==> config.mk <==
export PLATFORM = sky130hd
export DESIGN_NAME = fsub_pipe
export DESIGN_NICKNAME = d
export VERILOG_FILES = /design/src/rtl/fpu_pkg.sv /design/src/rtl/lzc25.sv /design/src/rtl/fsub_pipe.sv
export SDC_FILE = /design/constraint.sdc
export NUM_CORES = 1
export LEC_CHECK = 0
export ABC_AREA = 1
export CAP_MARGIN = 20
export CORE_MARGIN = 5
export CORE_UTILIZATION = 50
export DETAILED_ROUTE_END_ITERATION = 8
export PLACE_DENSITY = 0.76
export SKIP_CTS_REPAIR_TIMING = 1
export SYNTH_ARGS = -nofsm -noshare
export SYNTH_HDL_FRONTEND = slang
export SYNTH_HIERARCHICAL = 1
export SYNTH_SLANG_ARGS = --single-unit
==> constraint.sdc <==
create_clock -name clk -period 5.39 [get_ports clk]
set_input_delay 1.078 -clock clk [delete_from_list [all_inputs] [get_ports clk]]
set_output_delay 1.078 -clock clk [all_outputs]
set_load 0.05 [all_outputs]
==> src/rtl/fpu_pkg.sv <==
// fpu_pkg: shared FPU field widths, extract helpers and unpacked result type
package fpu_pkg;
  localparam int EXP_W = 8;
  localparam int MAN_W = 23;
  localparam int BIAS = 127;
  typedef struct packed {
    logic sign;
    logic [EXP_W:0] exp9;
    logic [MAN_W-1:0] man;
  } res_t;
  function automatic logic [EXP_W-1:0] f_exp(input logic [31:0] v);
    return v[30:23];
  endfunction
  function automatic logic [MAN_W-1:0] f_man(input logic [31:0] v);
    return v[22:0];
  endfunction
  // exp9[8] marks underflow or overflow past 255: flush to signed zero
  function automatic logic [31:0] pack(input res_t r);
    return r.exp9[EXP_W] ? {r.sign, 31'b0} : {r.sign, r.exp9[EXP_W-1:0], r.man};
  endfunction
endpackage

==> src/rtl/lzc25.sv <==
// lzc25: 25-bit leading-zero count, all-zero input gives 255
module lzc25 (
  input  logic [24:0] d,
  output logic [7:0]  z
);
  always_comb begin
    z = 8'd255;
    for (int i = 0; i < 25; i++) if (d[i]) z = 8'(24 - i);
  end
endmodule

==> src/rtl/fsub_pipe.sv <==
// fsub_pipe: 3-stage elastic single-precision subtractor, y = x1 - x2, truncating
module fsub_pipe
  import fpu_pkg::*;
#(
  parameter int TAG_W = 4
) (
  input  logic             clk,
  input  logic             rst,
  input  logic             in_valid,
  output logic             in_ready,
  input  logic [31:0]      x1,
  input  logic [31:0]      x2,
  input  logic [TAG_W-1:0] in_tag,
  output logic             out_valid,
  input  logic             out_ready,
  output logic [31:0]      y,
  output logic [TAG_W-1:0] out_tag
);
  logic s1_v, s1_sign, s1_sub;
  logic [7:0] s1_el;
  logic [24:0] s1_big, s1_sm;
  logic [TAG_W-1:0] s1_tag;
  logic s2_v, s2_sign, s2_sub;
  logic [7:0] s2_el, s2_lzc;
  logic [25:0] s2_r;
  logic [TAG_W-1:0] s2_tag;
  logic s2_adv, s3_adv;
  assign s3_adv = !out_valid | out_ready;
  assign s2_adv = !s2_v | s3_adv;
  assign in_ready = !s1_v | s2_adv;
  // S1: order operands by magnitude so the aligned difference is never negative
  logic gt;
  logic [31:0] x2n, l_op, s_op;
  logic [7:0] de;
  assign gt = x1[30:0] > x2[30:0];
  assign x2n = {~x2[31], x2[30:0]};
  assign l_op = gt ? x1 : x2n;
  assign s_op = gt ? x2n : x1;
  assign de = f_exp(l_op) - f_exp(s_op);
  // S2
  logic [25:0] r_d;
  logic [7:0] lzc_d;
  assign r_d = s1_sub ? {1'b0, s1_big - s1_sm} : {1'b0, s1_big} + {1'b0, s1_sm};
  lzc25 u_lzc (.d(r_d[24:0]), .z(lzc_d));
  // S3: bit 24 of norm is the hidden one, bit 0 the truncated guard
  logic [24:0] norm;
  res_t res;
  logic unused;
  assign norm = s2_r[24:0] << s2_lzc;
  assign unused = ^{norm[24], norm[0]};
  always_comb begin
    res.sign = s2_sign;
    res.exp9 = s2_sub ? {1'b0, s2_el} - {1'b0, s2_lzc} : {1'b0, s2_el} + {8'b0, s2_r[25]};
    res.man = s2_sub ? norm[23:1] : s2_r[25] ? s2_r[24:2] : s2_r[23:1];
  end
  always_ff @(posedge clk) begin
    if (rst) begin
      s1_v <= 1'b0;
      s2_v <= 1'b0;
      out_valid <= 1'b0;
      y <= '0;
      out_tag <= '0;
    end else begin
      if (in_ready) s1_v <= in_valid;
      if (s2_adv) s2_v <= s1_v;
      if (s3_adv) out_valid <= s2_v;
      if (in_ready && in_valid) begin
        s1_sign <= l_op[31];
        s1_sub <= l_op[31] ^ s_op[31];
        s1_el <= f_exp(l_op);
        s1_big <= {1'b1, f_man(l_op), 1'b0};
        s1_sm <= {1'b1, f_man(s_op), 1'b0} >> de;
        s1_tag <= in_tag;
      end
      if (s2_adv && s1_v) begin
        s2_sign <= s1_sign;
        s2_sub <= s1_sub;
        s2_el <= s1_el;
        s2_r <= r_d;
        s2_lzc <= lzc_d;
        s2_tag <= s1_tag;
      end
      if (s3_adv && s2_v) begin
        y <= pack(res);
        out_tag <= s2_tag;
      end
    end
  end
endmodule
# Word-level counts from Yosys, hierarchy flattened
# Index checks and enable logic that the tools add are counted.
[totals] regBits=149 out_inout_bits=38 word_cells=81
[classes] n_addsub=5 n_lt_le_gt_ge=1 bitwise_logic=6 n_reduce_logical=13 shifts=2 muxes=31
[ops] operator="2-to-1 mux 32 bit" count=2
[ops] operator="2-to-1 mux 23 bit" count=2
[ops] operator="2-to-1 mux 5 bit" count=8
[ops] operator="2-to-1 mux 4 bit" count=8
[ops] operator="> comparator 31 bit" count=1
[ops] operator="2-to-1 mux 31 bit" count=1
[ops] operator="adder 25 x 25 -> 26 bit" count=1
[ops] operator="2-to-1 mux 25 bit" count=1
[ops] operator="<< shifter 25 x 8 -> 24 bit" count=1
[ops] operator="right shift 25 x 8 -> 25 bit" count=1
[ops] operator="subtractor 25 bit" count=1
[ops] operator="OR reduction 24 bit" count=1
[ops] operator="OR reduction 16 bit" count=1
[ops] operator="2-to-1 mux 3 bit" count=4
[ops] operator="adder 8 x 1 -> 9 bit" count=1
[ops] operator="2-to-1 mux 9 bit" count=1
[ops] operator="subtractor 8 x 8 -> 9 bit" count=1
[ops] operator="2-to-1 mux 8 bit" count=1
[ops] operator="OR reduction 8 bit" count=1
[ops] operator="subtractor 8 bit" count=1
[ops] operator="2-to-1 mux 2 bit" count=2
[ops] operator="AND reduction 2 bit" count=2
[ops] operator="OR reduction 4 bit" count=1
[ops] operator="logical AND 1 bit" count=3
[ops] operator="6 further kinds" count=11

# Logic depth before layout (Yosys ltp)
# Gate-level depths: netlist (run 1).
[depth] word_depth=26 ltp_mapped=31

# By module
# Netlist (run 1), hierarchy kept.
[by_module_without_submodules] mod="fsub_pipe" area_per_inst_um2=11997.8 cells_each=1691 n_inst=1
[by_module_without_submodules] mod="lzc25" area_per_inst_um2=355.3 cells_each=85 n_inst=1

# Worst setup path after synthesis (run 1)
# No wires, ideal clock.
[synth_timing] path_type="input -> register" startpoint="in x2[28]" endpoint="reg s1_sm[8] (data pin)" cell_stages=27 setup_slack_ns=1.575 arrival_ns=3.566 t_required_ns=5.141 setup_time_ns=0.249 path_cell_list="inv_1 ha_1 nand2_1 nor2_2 nand2_1 nor3b_2 nand2_1 nand2_4 nand2_4 nand2_1 nand3_1 ha_1 inv_1 nand2_2 nand2_1 nand3_1 nand2_2 nand2_4 nand2_4 inv_4 buf_6 nand3_1 nand3_1 nand3_1 nand3_1 nand2_1 inv_1"
[synth_via] elab_chain_cells=4 word_cells_on_any_way=5 classes_between="add/sub: 1; order compare: 1; shift: 1; mux: 2"
[synth_rtl] element="from (decl)" line="fsub_pipe.sv:12" source="input logic [31:0] x2,"
[synth_rtl] element="> comparator 31 bit" line="fsub_pipe.sv:35" source="assign gt = x1[30:0] > x2[30:0];"
[synth_rtl] element="2-to-1 mux 32 bit (on tied branches)" line="fsub_pipe.sv:37, fsub_pipe.sv:38"
[synth_rtl] element="subtractor 8 bit" line="fsub_pipe.sv:39" source="assign de = f_exp(l_op) - f_exp(s_op);"
[synth_rtl] element="right shift 25 x 8 -> 25 bit *" line="fsub_pipe.sv:72" source="s1_sm <= {1'b1, f_man(s_op), 1'b0} >> de;"
[synth_rtl] element="to (signal assigned)" line="fsub_pipe.sv:72"
[synth_rtl] element="to (decl)" line="fsub_pipe.sv:21" source="logic [24:0] s1_big, s1_sm;"
# Every way passes the cells marked *; elsewhere a longest branch is shown, timed or not.
# A chain may end at the register's enable or synchronous reset.

# Final worst setup path (run 1)
[layout_timing] startpoint="reg s1_big[2]" endpoint="reg s2_lzc[5] (data pin)"
[layout_via] elab_chain_cells=3 word_cells_on_any_way=4 classes_between="add/sub: 2; mux: 1; reduce/logical: 1"
[layout_rtl] element="from (decl)" line="fsub_pipe.sv:21"
[layout_rtl] element="from (signal assigned)" line="fsub_pipe.sv:71" source="s1_big <= {1'b1, f_man(l_op), 1'b0};"
[layout_rtl] element="adder 25 x 25 -> 26 bit / subtractor 25 bit (equally long branches)" line="fsub_pipe.sv:43" source="assign r_d = s1_sub ? {1'b0, s1_big - s1_sm} : {1'b0, s1_big} + {1'b0, s1_sm};"
[layout_rtl] element="2-to-1 mux 25 bit *" line="fsub_pipe.sv:43"
[layout_rtl] element="via r_d[24]" line="fsub_pipe.sv:41" source="logic [25:0] r_d;"
[layout_rtl] element="OR reduction 24 bit (no source line) *"
[layout_rtl] element="to (signal assigned)" line="fsub_pipe.sv:80" source="s2_lzc <= lzc_d;"
[layout_rtl] element="to (decl)" line="fsub_pipe.sv:24" source="logic [7:0] s2_el, s2_lzc;"
# Mark *: on every way through the listed nets, which the timed path passes. The rest lies on a longest branch.

==> impl_metrics.csv, run 1 <==
group,metric,value,unit
synth,synth_xor_area_share,2.198,%
floorplan,rows,57,
layout,drive_gt1_share,5.331,%
grt,grt_antenna_before_repair,0,
synth,synth.area.mux_share,0.5672,%
timing,slew_headroom,36.44,%
cts,cts_sinks,149,
floorplan,core-area,24320,µm²
layout,multi_input_area,6989,µm²
route,vias_per_cell,5.498,
setup_path,crit_family,"compound AO/OA/AOI/OAI gates",
synth,synthAdderAreaFrac,9.197,%
synth,synth_top_family_by_area,"simple AND/OR/NAND/NOR gates",
cts,clock-root-buffer,"clkbuf_16",
place,gp_congestion,0.9549,
grt,grt_usage,24.63,%
setup_path,crit_chain,"ha_1 > o31ai_1 > a21boi_0 > o21ai_0 > a21oi_1 > o21ai_0 > a31oi_1 > o21ai_0 > nand3_1 > nand2_1 > nand2_1 > nand3_1 > nand3_1 > xor2_1 > nor2_1 > nand2_1 > nor2_1 > nand2_1 > nor3_1",
route,drcViolationCount,0,
layout,seqCellArea,4084,µm²
setup_path,endpoint_kind,"flip-flop",
timing,finalSetupTns,0,ns
cts,cts_max_level,4,
place,port_buffers,109,
power_and_ir_drop,power.leakage,6.434,nW
synth,ys.flop_type,"edfxtp_1",
route,vias,11990,
timing,clock_skew,0.01052,ns
grt,first_global_vias,11310,
job,max_cap_viol_count,0,
place,dp_hpwl,28210,µm
timing,setup_viol,0,
power_and_ir_drop,switching_share,38.14,%
layout,fill_cells,2281,
setup_path,cp.arrival,5.16,ns
layout,antenna_cells,0,
setup_path,start_kind,"flip-flop",
setup_path,required,5.55,ns
floorplan,die_y,167.2,µm
power_and_ir_drop,p_sw,1.458,mW
timing,fin_crit_sh,92.85,%
floorplan,die_area,27950,µm²
setup_path,critPathKind,"flip-flop to flip-flop",
synth,syn-instance-count,1776,
floorplan,initial_utilization,50.79,%
synth,synth-edff-count,110,
cts,clock_path_buffers,2,
route,routed_wl,35180,µm
setup_path,worstPathMaxFanout,6,
floorplan,io_pins,110,
route,firstDrtPassIters,7,
status,status,"finished, final reports clean",
synth,yosys.area_share.simple,27.76,%
cts,numCtsBuffers,17,
layout,nets,2005,
cts,clk_pin_slew,0.07,ns
grt,overflow,0,
timing,worst_slew_pin_slew,0.9521,ns
power_and_ir_drop,combPwrFrac,34.5,%
timing,drv_slew,0,
synth,synth_compound_gate_area_share,16.85,%
power_and_ir_drop,p_int,2.365,mW
setup_path,worst_path_most_repeated_cell,"nand2_1",
setup_path,crit_slowest_cell,"o21ai_0",
worst_hold_path,hold_path.class,"flip-flop to flip-flop",
synth,syn_nets,1937,
power_and_ir_drop,cellPowerDensity,268.7,nW/µm²
synth,postSynthAreaPerCell,6.956,µm²
route,ant_nets,0,
synth,synth_seq_cells,149,
cts,cts_tree,"done",
timing,grt_setup_unrepaired,"no",
floorplan,die_w,167.2,µm
power_and_ir_drop,p_seq_share,35.8,%
power_and_ir_drop,ir_drop,182.0,µV
setup_path,path_buf_inv,0,
synth,netlist_area,12350,µm²
synth,synth_cell_types,53,
timing,min_period,5.005,ns
power_and_ir_drop,p_total,3.822,mW
grt,grt_max_degree,78,
layout,syn2layout_area_growth,15.14,%
synth,yosysSeqAreaShare,33.06,%
cts,clock_latency,0.42,ns
power_and_ir_drop,p_clk_share,29.7,%
timing,hold_viol_final,0,
setup_path,slowest_delay,0.53,ns
timing,fmax,0.1998,GHz
synth,async_flop_share,0,%
synth,yosysWarnings,6,
route,wl_per_cell,16.13,µm
route,drtIter0Drc,861,
grt,grt_pass1_wl,56590,µm
==> power by group through the flow <==
stage          Sequential [mW]  Clock, mW  Combinational [mW]
2_1_floorplan             1.39          0               0.928
3_3_place_gp              1.39          0                1.29
3_5_place_dp              1.39          0                1.29
4_1_cts                   1.37       1.16                1.30
5_1_grt                   1.37       1.21                1.47
6_report                  1.37       1.14                1.32
==> worst register-to-register path, cell delays in order, from the launching register on <==
cell and delay (ns):
edfxtp_1 0.46, ha_1 0.40, o31ai_1 0.37, a21boi_0 0.23, o21ai_0 0.38, a21oi_1 0.16, o21ai_0 0.32, a31oi_1 0.19
o21ai_0 0.53, nand3_1 0.19, nand2_1 0.10, nand2_1 0.07, nand3_1 0.07, nand3_1 0.08, xor2_1 0.18, nor2_1 0.17
nand2_1 0.11, nor2_1 0.17, nand2_1 0.11, nor3_1 0.44
==> layout by cell type (no fill, tap or decap), types with 10 or more instances in the layout <==
cell             count
a21oi_1            125
a31oi_1             13
buf_4               20
clkbuf_16           17
clkdlybuf4s50_1    109
dfxtp_1             39
edfxtp_1           110
ha_1                86
inv_1              233
nand2_1            497
nand3_1            141
nand4_1             25
nor2_1             109
o21a_1              12
o21ai_0            140
o22ai_1             13
or2_2               10
xor2_1              24
==> state kept, by name (all words and copies together) (netlist names) <==
register   count
s1_sub         1
s2_lzc         8
s2_sign        1
s2_r          26
s1_v           1
s2_el          8
s1_sm         25
out_valid      1
s2_v           1
s2_sub         1
s1_el          8
s1_big        23
s1_tag         4
y             32
out_tag        4
s2_tag         4
s1_sign        1
==> synth_stat cells, types with 7 or more instances <==
cell,number,share of area [%]
nand4_1,25,1.3
nand2_2,7,0.35
o211ai_1,7,0.43
inv_1,235,7.1
o21ai_0,140,5.7
ha_1,86,8.7
a22oi_1,7,0.43
edfxtp_1,110,27
nand2_1,497,15
o21a_1,12,0.73
nor2_1,109,3.3
xor2_1,24,1.7
clkbuf_1,59,1.8
o22ai_1,13,0.66
a21oi_1,125,5.1
nand3_1,141,5.7
or2_2,10,0.51
o31ai_1,9,0.55
dfxtp_1,39,6.3
mux2i_1,7,0.57
a31oi_1,13,0.66
buf_2,10,0.41
==> kinds of logic (layout without fill, tap and decap cells) <==
logic type | after synthesis | count (layout)
multiplexers | 7 | 7
flip-flops | 149 | 149
adder cells (fa/ha/maj) | 89 | 89
AO/OA/AOI/OAI | 366 | 366
buffers and inverters | 326 | 407
XOR/XNOR | 28 | 28
AND/OR/NAND/NOR | 811 | 811
==> layout make-up <==
class                      instances  share of cell area [%]
clock buffer                      18                   3.017
clock inverter                    14                  0.9324
inverter                         245                   6.483
multi-input combinational       1301                   49.14
sequential                       149                   28.71
tap                              324                   2.850
timing repair buffer             130                   8.867
==> path summary, 6_finish.rpt <==
| check | startpoint | endpoint | slack [ns] | cells after the start |
|---|---|---|---|---|
| min | s1_el[7] | s2_el[7] | 0.42 | 0 |
| max | s1_big[2] | s2_lzc[5] | 0.39 | 19 |
| max reg2reg | s1_big[2] | s2_lzc[5] | 0.39 | 19 |
| min reg2reg | s1_el[7] | s2_el[7] | 0.42 | 0 |
==> stage by stage <==
step	hold slack, ns	cell area [µm²]	util [%]	std cells	worst slack, ns
2_1_floorplan	0.4003	12350	-	1776	1.575
3_3_place_gp	0.4031	13640	56.09	2148	0.3494
3_5_place_dp	0.4045	13640	56.09	2148	0.4140
4_1_cts	0.4147	14200	58.40	2180	0.4457
5_1_grt	0.4170	14220	58.49	2181	0.04142
6_report	0.4161	14220	58.49	2181	0.3854
==> metal layers <==
layer	GRT usage, %	part of all wire [%]	wire length (µm)	vias up
met5	0	0	0	-
met1	30.66	42	14790	5440
met2	44.06	49	17360	444
met4	9.245	3.5	1234	0
met3	2.687	5.1	1802	79
li1	-	-	-	6028
No activity file was read; power rests on OpenSTA's default activity.
==> inputs of run 2 (changes only) <==
--- a/config.mk
+++ b/config.mk
@@ -5,12 +5,14 @@
 export SDC_FILE = /design/constraint.sdc
 export NUM_CORES = 1
 export LEC_CHECK = 0
-export ABC_AREA = 1
 export CAP_MARGIN = 20
+export CELL_PAD_IN_SITES_DETAIL_PLACEMENT = 0
+export CELL_PAD_IN_SITES_GLOBAL_PLACEMENT = 1
 export CORE_MARGIN = 5
-export CORE_UTILIZATION = 50
+export CORE_UTILIZATION = 49
 export DETAILED_ROUTE_END_ITERATION = 8
-export PLACE_DENSITY = 0.76
+export MAX_ROUTING_LAYER = met4
+export PLACE_DENSITY = 0.92
 export SKIP_CTS_REPAIR_TIMING = 1
 export SYNTH_ARGS = -nofsm -noshare
 export SYNTH_HDL_FRONTEND = slang
==> impl_metrics.csv, run 2 <==
group,metric,value,unit
cts,clock_path_buffers,2,
route,wl_per_cell,17.43,µm
power_and_ir_drop,p_sw,1.478,mW
route,wl_met2,16340,µm
setup_path,critPathKind,"input pin to flip-flop",
floorplan,die_y,167.0,µm
layout,antenna_cells,0,
grt,overflow,0,
power_and_ir_drop,p_clk_share,28.9,%
timing,clock_skew,0.01425,ns
timing,fin_crit_sh,93.75,%
layout,layout_commonest_cell,"nand2_1",
route,routed_wl,32140,µm
synth,yosysSeqAreaShare,33.83,%
layout,fill_cells,2087,
timing,hold_viol_final,0,
timing,grt_setup_unrepaired,"no",
timing,worst_slew_pin_slew,0.7619,ns
setup_path,required,5.63,ns
grt,grt_antenna_before_repair,0,
route,wl_met3,1178,µm
power_and_ir_drop,ir_drop,215.7,µV
status,status,"finished, final reports clean",
setup_path,worstPathMaxFanout,8,
place,dp_hpwl,25490,µm
floorplan,die_w,167.0,µm
grt,grt_max_degree,63,
synth,synth.most_common_cell,"nand2_1",
layout,syn2layout_area_growth,20.97,%
route,drcViolationCount,0,
cts,clock-root-buffer,"clkbuf_16",
timing,fmax,0.1979,GHz
place,port_buffers,109,
cts,numCtsBuffers,17,
floorplan,rows,57,
power_and_ir_drop,p_int,2.590,mW
power_and_ir_drop,power.leakage,6.053,nW
synth,netlist_area,12070,µm²
job,max_cap_viol_count,0,
floorplan,initial_utilization,49.64,%
power_and_ir_drop,combPwrFrac,37.4,%
power_and_ir_drop,p_seq_share,33.6,%
synth,yosysTopAreaCell,"edfxtp_1",
synth,ys_top_cells_by_count,"nand2_1, nor2_1, edfxtp_1, mux2i_1, o21ai_0",
synth,syn-instance-count,1358,
grt,grt_usage,22.93,%
layout,top_regs,"y (32), s2_r (26), s1_sm (25)",
setup_path,endpoint_kind,"flip-flop",
layout,fin_util,60.05,%
synth,yosysWarnings,6,
layout,top_register,"y",
setup_path,start_kind,"input pin",
grt,grt_pass1_wl,51410,µm
floorplan,core-area,24320,µm²
cts,cts_max_level,4,
timing,drv_slew,0,
layout,layout_common_cells,"nand2_1, nor2_1, edfxtp_1, clkdlybuf4s50_1, mux2i_1",
layout,drive_gt1_share,11.91,%
route,vias_per_cell,5.781,
floorplan,die_area,27880,µm²
layout,nets,1668,
worst_hold_path,hold_path.class,"flip-flop to flip-flop",
place,pre_cts_slack,-0.1260,ns
power_and_ir_drop,switching_share,36.33,%
synth,syn_nets,1519,
route,met1_length,13610,µm
cts,clock_latency,0.42,ns
synth,synth_cell_types,84,
synth,yosys-top-cells-area,"edfxtp_1, ha_1, mux2i_1, dfxtp_1, nand2_1",
synth,synth_top_area_share,27.36,%
route,drtIter0Drc,682,
cts,clk_pin_slew,0.08,ns
timing,setup_viol,0,
route,vias,10660,
route,firstDrtPassIters,7,
cts,cts_sinks,149,
synth,async_flop_share,0,%
synth,synth_seq_cells,149,
power_and_ir_drop,cellPowerDensity,278.6,nW/µm²
timing,slew_headroom,49.21,%
synth,ys.flop_type,"edfxtp_1",
synth,synth-edff-count,110,
route,ant_nets,0,
layout,largest_register_ffs,32,
floorplan,io_pins,110,
setup_path,cp.arrival,5.29,ns
route,top_layer_used,"met4",
timing,setup_ws,0.3370,ns
place,gp_congestion,0.9767,
grt,first_global_vias,10190,
cts,cts_tree,"done",
timing,min_period,5.053,ns
synth,postSynthAreaPerCell,8.890,µm²
[run 2: area by class of cell]
class	count	area, µm²	area share (%)
flip-flops and latches	149	4084	27.96
well taps	324	405.4	2.776
clock inverters	15	181.4	1.242
multi-input cells	1044	7355	50.36
repair buffers	206	1819	12.46
inverters	89	334.1	2.288
clock buffers	17	425.4	2.913
[run 2: routing by layer]
metal	vias up	global-route usage, %
met5	-	-
met4	0	7.471
met3	69	2.418
met2	289	40.54
met1	5024	27.45
li1	5278	-
[run 2: metrics by stage]
step                cells  power [mW]  hold slack, ns  cell area [µm²]   TNS [ns]
floorplan            1358       2.400          0.4003            12080          0
global placement     1812       2.867          0.4016            14000  -0.005153
detailed placement   1812       2.885          0.4045            14000    -0.8316
CTS                  1844       4.068          0.4187            14600          0
global route         1844       4.284          0.4202            14600          0
finish               1844       4.068          0.4167            14600          0
[run 2: kinds of logic (layout without fill, tap and decap cells)]
group,count (synthesis),in the layout,synth area share [%]
compound gates,363,363,19.24
xor+xnor,38,38,2.881
fa+ha+maj,89,89,9.410
buf+inv,165,327,5.545
flops,149,149,33.83
mux,133,133,12.45
simple gates,421,421,16.65
[run 2: worst max-delay path, cell delays in order]
cell	delay, ns
clkdlybuf4s50_1	0.48
inv_1	0.07
ha_1	0.31
nand4_2	0.17
nor4_4	0.33
inv_1	0.10
a211oi_2	0.32
a21oi_4	0.06
buf_4	0.15
nor2_1	0.08
a22oi_1	0.09
ha_1	0.18
a221oi_1	0.27
nand2_1	0.16
buf_4	0.16
a31oi_1	0.28
xnor2_1	0.14
nor2_1	0.32
nand2_1	0.26
o221ai_1	0.28
[run 2: final timing paths]
path / start / endpoint / slack, ns / cells after the start
setup / recovery: x2[27] / s1_sm[2] / 0.34 / 20
hold / removal: s1_tag[2] / s2_tag[2] / 0.42 / 0
setup reg to reg: s1_sm[2] / s2_lzc[5] / 0.61 / 16
hold reg to reg: s1_tag[2] / s2_tag[2] / 0.42 / 0
[run 2: power by group through the flow]
stage               sequential, mW  clock (mW)  combinational [mW]
detailed placement            1.39           0                1.49
global route                  1.38        1.25                1.66
global placement              1.39           0                1.48
floorplan                     1.40           0               0.997
finish                        1.37        1.18                1.52
CTS                           1.37        1.20                1.50
